File: src/rtl/div_unit_pkg.sv
// Shared definitions for the iterative divider: FSM encoding, iteration count
// and the HI/LO field layout of the 64-bit result.
package div_defs;

  typedef enum logic [1:0] {
    IDLE   = 2'b00,
    CALC   = 2'b01,
    FINISH = 2'b10
  } div_state_e;

  localparam int DIV_WIDTH  = 32;
  localparam int DIV_CYCLES = DIV_WIDTH;

  localparam int HI_MSB = 2*DIV_WIDTH-1;
  localparam int HI_LSB = DIV_WIDTH;
  localparam int LO_MSB = DIV_WIDTH-1;
  localparam int LO_LSB = 0;

endpackage

File: src/rtl/div_unit_step.sv
// One restoring shift-subtract iteration: shift {rem, quo} left by one,
// trial-subtract the divisor and keep the difference when it is non-negative.
module div_step #(
  parameter int WIDTH = 32
) (
  input  logic [WIDTH-1:0] rem_i,
  input  logic [WIDTH-1:0] quo_i,
  input  logic [WIDTH-1:0] dvsr_i,
  output logic [WIDTH-1:0] rem_o,
  output logic [WIDTH-1:0] quo_o
);

  logic [WIDTH:0] shifted;
  logic [WIDTH:0] diff;

  // The partial remainder stays below the divisor, so WIDTH+1 bits never overflow
  always_comb begin
    shifted = {rem_i, quo_i[WIDTH-1]};
    diff    = shifted - {1'b0, dvsr_i};
    rem_o   = shifted[WIDTH-1:0];
    quo_o   = {quo_i[WIDTH-2:0], 1'b0};
    if (!diff[WIDTH]) begin
      rem_o = diff[WIDTH-1:0];
      quo_o = {quo_i[WIDTH-2:0], 1'b1};
    end
  end

endmodule

File: src/rtl/div_unit.sv
// Multi-cycle DIV/DIVU unit: magnitude restoring division over WIDTH cycles,
// sign correction on the last step, pipeline stall while busy.
module div_unit
  import div_defs::*;
#(
  parameter int WIDTH = DIV_WIDTH
) (
  input  logic               clk,
  input  logic               resetn,
  input  logic               start,
  input  logic               is_signed,
  input  logic [WIDTH-1:0]   dividend,
  input  logic [WIDTH-1:0]   divisor,
  input  logic               annul,
  output logic               div_stall,
  output logic               result_valid,
  output logic [2*WIDTH-1:0] result
);

  localparam int CNT_W = $clog2(WIDTH);
  localparam logic [CNT_W-1:0] LAST_STEP = CNT_W'(WIDTH-1);
  localparam logic [WIDTH-1:0] ONE = {{(WIDTH-1){1'b0}}, 1'b1};

  div_state_e         state_q;
  logic [CNT_W-1:0]   cnt_q;
  logic [WIDTH-1:0]   rem_q, quo_q, dvsr_q;
  logic               qneg_q, rneg_q;
  logic [2*WIDTH-1:0] result_q;
  logic               valid_q;
  logic [WIDTH-1:0]   rem_d, quo_d;

  function automatic logic [WIDTH-1:0] negate(input logic [WIDTH-1:0] v);
    return ~v + ONE;
  endfunction

  function automatic logic [WIDTH-1:0] magnitude(input logic [WIDTH-1:0] v,
                                                 input logic           sgn);
    return (sgn && v[WIDTH-1]) ? negate(v) : v;
  endfunction

  function automatic logic [WIDTH-1:0] apply_sign(input logic [WIDTH-1:0] v,
                                                  input logic           neg);
    return neg ? negate(v) : v;
  endfunction

  div_step #(.WIDTH(WIDTH)) u_step (
    .rem_i (rem_q),
    .quo_i (quo_q),
    .dvsr_i(dvsr_q),
    .rem_o (rem_d),
    .quo_o (quo_d)
  );

  // result is registered on entry to FINISH so it is visible with the valid pulse
  always_ff @(posedge clk) begin
    if (!resetn) begin
      state_q  <= IDLE;
      cnt_q    <= '0;
      result_q <= '0;
      valid_q  <= 1'b0;
    end else begin
      valid_q <= 1'b0;
      if (annul) begin
        state_q <= IDLE;
      end else begin
        case (state_q)
          IDLE: begin
            if (start) begin
              if (divisor == '0) begin
                result_q <= {dividend, {WIDTH{1'b1}}};
                valid_q  <= 1'b1;
                state_q  <= FINISH;
              end else begin
                rem_q   <= '0;
                quo_q   <= magnitude(dividend, is_signed);
                dvsr_q  <= magnitude(divisor, is_signed);
                qneg_q  <= is_signed && (dividend[WIDTH-1] ^ divisor[WIDTH-1]);
                rneg_q  <= is_signed && dividend[WIDTH-1];
                cnt_q   <= '0;
                state_q <= CALC;
              end
            end
          end
          CALC: begin
            rem_q <= rem_d;
            quo_q <= quo_d;
            cnt_q <= cnt_q + CNT_W'(1);
            if (cnt_q == LAST_STEP) begin
              result_q <= {apply_sign(rem_d, rneg_q), apply_sign(quo_d, qneg_q)};
              valid_q  <= 1'b1;
              state_q  <= FINISH;
            end
          end
          FINISH:  state_q <= IDLE;
          default: state_q <= IDLE;
        endcase
      end
    end
  end

  assign div_stall    = ((state_q == IDLE) && start && !annul) || (state_q == CALC);
  assign result_valid = valid_q;
  assign result       = result_q;

endmodule

File: config.mk
export PLATFORM = sky130hd
export DESIGN_NAME = div_unit
export DESIGN_NICKNAME = d
export VERILOG_FILES = /design/src/rtl/div_unit_pkg.sv /design/src/rtl/div_unit_step.sv /design/src/rtl/div_unit.sv
export SDC_FILE = /design/constraint.sdc
export NUM_CORES = 1
export LEC_CHECK = 0
export ABC_CLOCK_PERIOD_IN_PS = 8170
export CAP_MARGIN = 20
export CORE_AREA = 3 3 157 159
export CTS_BUF_LIST = sky130_fd_sc_hd__clkbuf_2
export DETAILED_ROUTE_END_ITERATION = 16
export DIE_AREA = 0 0 160 162
export GPL_TIMING_DRIVEN = 0
export PLACE_DENSITY = 0.75
export SETUP_SLACK_MARGIN = 0.02
export SLEW_MARGIN = 20
export SYNTH_ARGS = -nofsm -noshare
export SYNTH_HDL_FRONTEND = slang
export SYNTH_SLANG_ARGS = --single-unit
File: constraint.sdc
create_clock -name clk -period 8.17 [get_ports clk]
set_input_delay 2.0425 -clock clk [delete_from_list [all_inputs] [get_ports clk]]
set_output_delay 2.0425 -clock clk [all_outputs]
set_load 0.05 [all_outputs]
==> summary.txt <==
Timing
  – Min Hold Slack: 0.505 ns
  – Finish-stage setup viols: 0
  – Actual slew at the worst max-slew pin: 1.07 ns
  – Setup ws final: 1.87 ns
  – Period Utilization, post-route: 0.772
  – Max Slew Vio Count: 0
  – Skew final: 0.0412 ns
  – Fin. Hold Viols: 0
  – Final Critical Period: 6.30 ns
  – RSZ-0062 raised after global routing: false
  – F_max: 159 MHz
  – Slew HR: 0.282

Clock network
  – CTS root buf: clkbuf_2
  – CTS tree: yes
  – Worst-path clk slew: 0.31 ns
  – Hold buffer count at CTS: 0
  – Sink Count: 170
  – Clock Latency Late Sink: 0.86 ns
  – H-tree levels: 4
  – Clock buffer count from CTS: 17
  – Resize count post-CTS: 0
  – CTS Buffer Depth: 2
  – Setup Buffers After CTS: 0

Worst setup path
  – Crit Path Max Fanout: 10
  – Worst reg2reg endpoint: result[24]
  – R2r setup slk: 1.87 ns
  – Setup Crit Path Kind: reg -> reg
  – Reg2Reg Depth: 18
  – CP endpoint kind: flip-flop
  – Startpoint types: flip-flop
  – Critical path data arrival time: 7.07 ns
  – Worst r2r src: rem_q[5]
  – Required time of the critical path: 8.94 ns

Routing
  – Remaining DRCs: 0
  – Routed len/inst: 19.8 microns
  – Vias: 11600
  – Remaining antenna violation count: 0
  – Initial DRC count: 1281
  – 1st-pass router iterations: 6
  – WL final: 37100 microns
  – Via/cell ratio: 6.16

Layout
  – Fin nets: 1650
  – Area grow syn2layout: 17.9%
  – Share of post-route cells with drive strength above 1: 0.0405
  – Final core utilization: 0.589
  – Final std cell area, no fill: 13800 sq um

GRT
  – Initial antenna violation count: 1
  – Largest net degree at the start of global routing: 28
  – Gr usage total: 0.279
  – Overflow after GRT: 0
  – Global-route wire length before repair: 57500 microns
  – Vias in the first global route: 10700

Logic synthesis
  – Synth top area share: 0.252
  – Main synth FF type: edfxtp_1
  – Count of cell types in the netlist: 73
  – Ys async rst share: 0
  – Syn. warnings: 0
  – Mapped Area: 11700 sq um
  – Synth Area per Inst: 8.45 sq um
  – Number of flops mapped to enable cells by yosys: 98
  – Post-synthesis sequential area ratio: 0.375
  – Post-synthesis net count: 1492
  – Syn Inst Count: 1384
  – Cell accounting for the most synthesized area: edfxtp_1
  – #FFs+latches synth: 170
  – Area contributors post-synth: edfxtp_1 (25%), dfxtp_1 (12%), o21ai_0 (5.4%), a21oi_1 (5.1%), xor2_1 (4.5%)

Power and ir drop
  – Peak supply drop: 0.0000788 V
  – Pleak: 4.96 nW
  – Power per cell area: 134 nW/um^2

Placed design
  – Gpl congestion: 1.04
  – Post-Place Cell Area: 13500 sq um
  – Port bufs: 134
  – Pre-CTS setup slack: 1.28 ns
  – Dpl hpwl: 29300 microns

Run
  – Max-cap violations: 0

Die
  – Core Footprint: 23400 sq um
  – Starting Density: 0.500
  – # IOs: 135
  – Die Y: 162 microns
  – Site Rows: 56
  – Die W: 160 microns
  – Die footprint: 25900 sq um

Hold path
  – Hold_sp: result[32]
  – Worst min-delay path category: reg -> reg
  – Hold Crit Depth: 2
  – Hold path endpoint: result[32]

Outcome
  – Status: completed
-- synthesized netlist by cell type (8+ instances only) --
library cell and instances:
o21ai_0 126, mux2i_1 30, nand4_1 14, a31oi_1 19, nand2b_1 12, a21oi_1 119
nand3_1 26, ha_1 38, nor3_1 35, and3_1 12, edfxtp_1 98, o21a_1 8
o41ai_1 10, o211ai_1 8, a21o_1 13, nor2_1 130, dfxtp_1 72, o31ai_1 24
nor4_1 17, xnor2_1 58, a311oi_1 19, nor2b_1 8, and2_1 18, xor2_1 60
inv_1 61, nand2_1 130, a211oi_1 8, or3_1 22, or4_1 16, clkbuf_1 58
-- per-stage QoR --
step	std cells	setup TNS [ns]	power [mW]
2_1_floorplan	1384	0	1.20
3_3_place_gp	1837	-30.90	1.34
3_5_place_dp	1842	0	1.34
4_1_cts	1874	0	1.83
5_1_grt	1875	0	1.91
6_report	1875	0	1.84
-- layout by cell type (no fill, tap or decap), types with 8 or more instances in the layout --
cell type          n
a211oi_1           8
a21o_1            13
a21oi_1          119
a311oi_1          19
a31oi_1           19
and2_1            18
and3_1            12
clkbuf_1          58
clkbuf_2          17
clkdlybuf4s50_1  134
dfxtp_1           72
edfxtp_1          98
ha_1              38
inv_1             61
mux2i_1           30
nand2_1          130
nand2b_1          12
nand3_1           26
nand4_1           14
nor2_1           129
nor2b_1            8
nor3_1            34
nor4_1            17
o211ai_1           8
o21a_1             8
o21ai_0          126
o31ai_1           24
o41ai_1           10
or3_1             22
or4_1             16
xnor2_1           58
xor2_1            60
-- how the worst max path moves through the flow --
stage | startpoint | endpoint | slack [ns] | depth (start not counted)
2_1_floorplan | divisor[0] | quo_q[0] | 1.73 | 11
3_3_place_gp | divisor[0] | rem_q[29] | -0.49 | 12
3_5_place_dp | divisor[8] | rem_q[29] | 1.28 | 13
4_1_cts | rem_q[5] | result[24] | 2.05 | 18
5_1_grt | rem_q[5] | result[60] | 1.30 | 19
6_report | rem_q[5] | result[24] | 1.87 | 18
-- power breakdown --
part	internal, mW	switching (mW)	total, mW
clock network	0.116	0.390	0.505
logic	0.148	0.241	0.389
registers	0.934	0.0163	0.950
-- layout make-up --
cell class,count,area [sq um]
Multi-Input combinational cell,1078,6800
Tap cell,319,399
Timing Repair Buffer,139,1400
Antenna cell,1,2.50
Clock buffer,17,85.1
Fill cell,2133,9610
Clock inverter,15,190
Buffer,73,293
Sequential cell,170,4380
Inverter,63,236
-- cell families after synthesis --
logic type | count (synthesis) | synth area share
AOI/OAI and AO/OA | 415 | 0.222
xor gates and xnor gates | 118 | 0.0883
adders and majority gates | 39 | 0.0423
buffers and inverters | 136 | 0.0452
DFF | 170 | 0.375
muxes | 35 | 0.0305
and+or+nand+nor | 471 | 0.196
-- critical path, cell delays in order, from the launching register on --
cell,delay (ns)
edfxtp_1,0.51
ha_1,0.31
clkbuf_1,0.30
nand3_1,0.19
nor4_1,0.78
o211ai_1,0.28
a21oi_1,0.20
a211oi_1,0.09
buf_2,0.21
inv_1,0.30
clkbuf_1,0.49
clkbuf_1,0.60
ha_1,0.34
nand3_1,0.18
or3_1,0.39
or4_1,0.48
o41ai_1,0.34
xor2_1,0.18
a21oi_1,0.08
-- layer usage --
layer / GRT usage / vias to the layer above / wire length (microns)
met3: 0.0696 / 95 / 3890
met2: 0.445 / 583 / 16800
met1: 0.374 / 5451 / 15200
met5: 0 / - / 0
li1: - / 5421 / -
met4: 0.0915 / 0 / 1200
-- registers in the layout (all words and copies together) (netlist names) --
register / flops
cnt_q: 5
dvsr_q: 32
qneg_q: 1
quo_q: 32
rem_q: 32
result: 64
result_valid: 1
rneg_q: 1
state_q: 2
No activity file was read; power rests on OpenSTA's default activity.
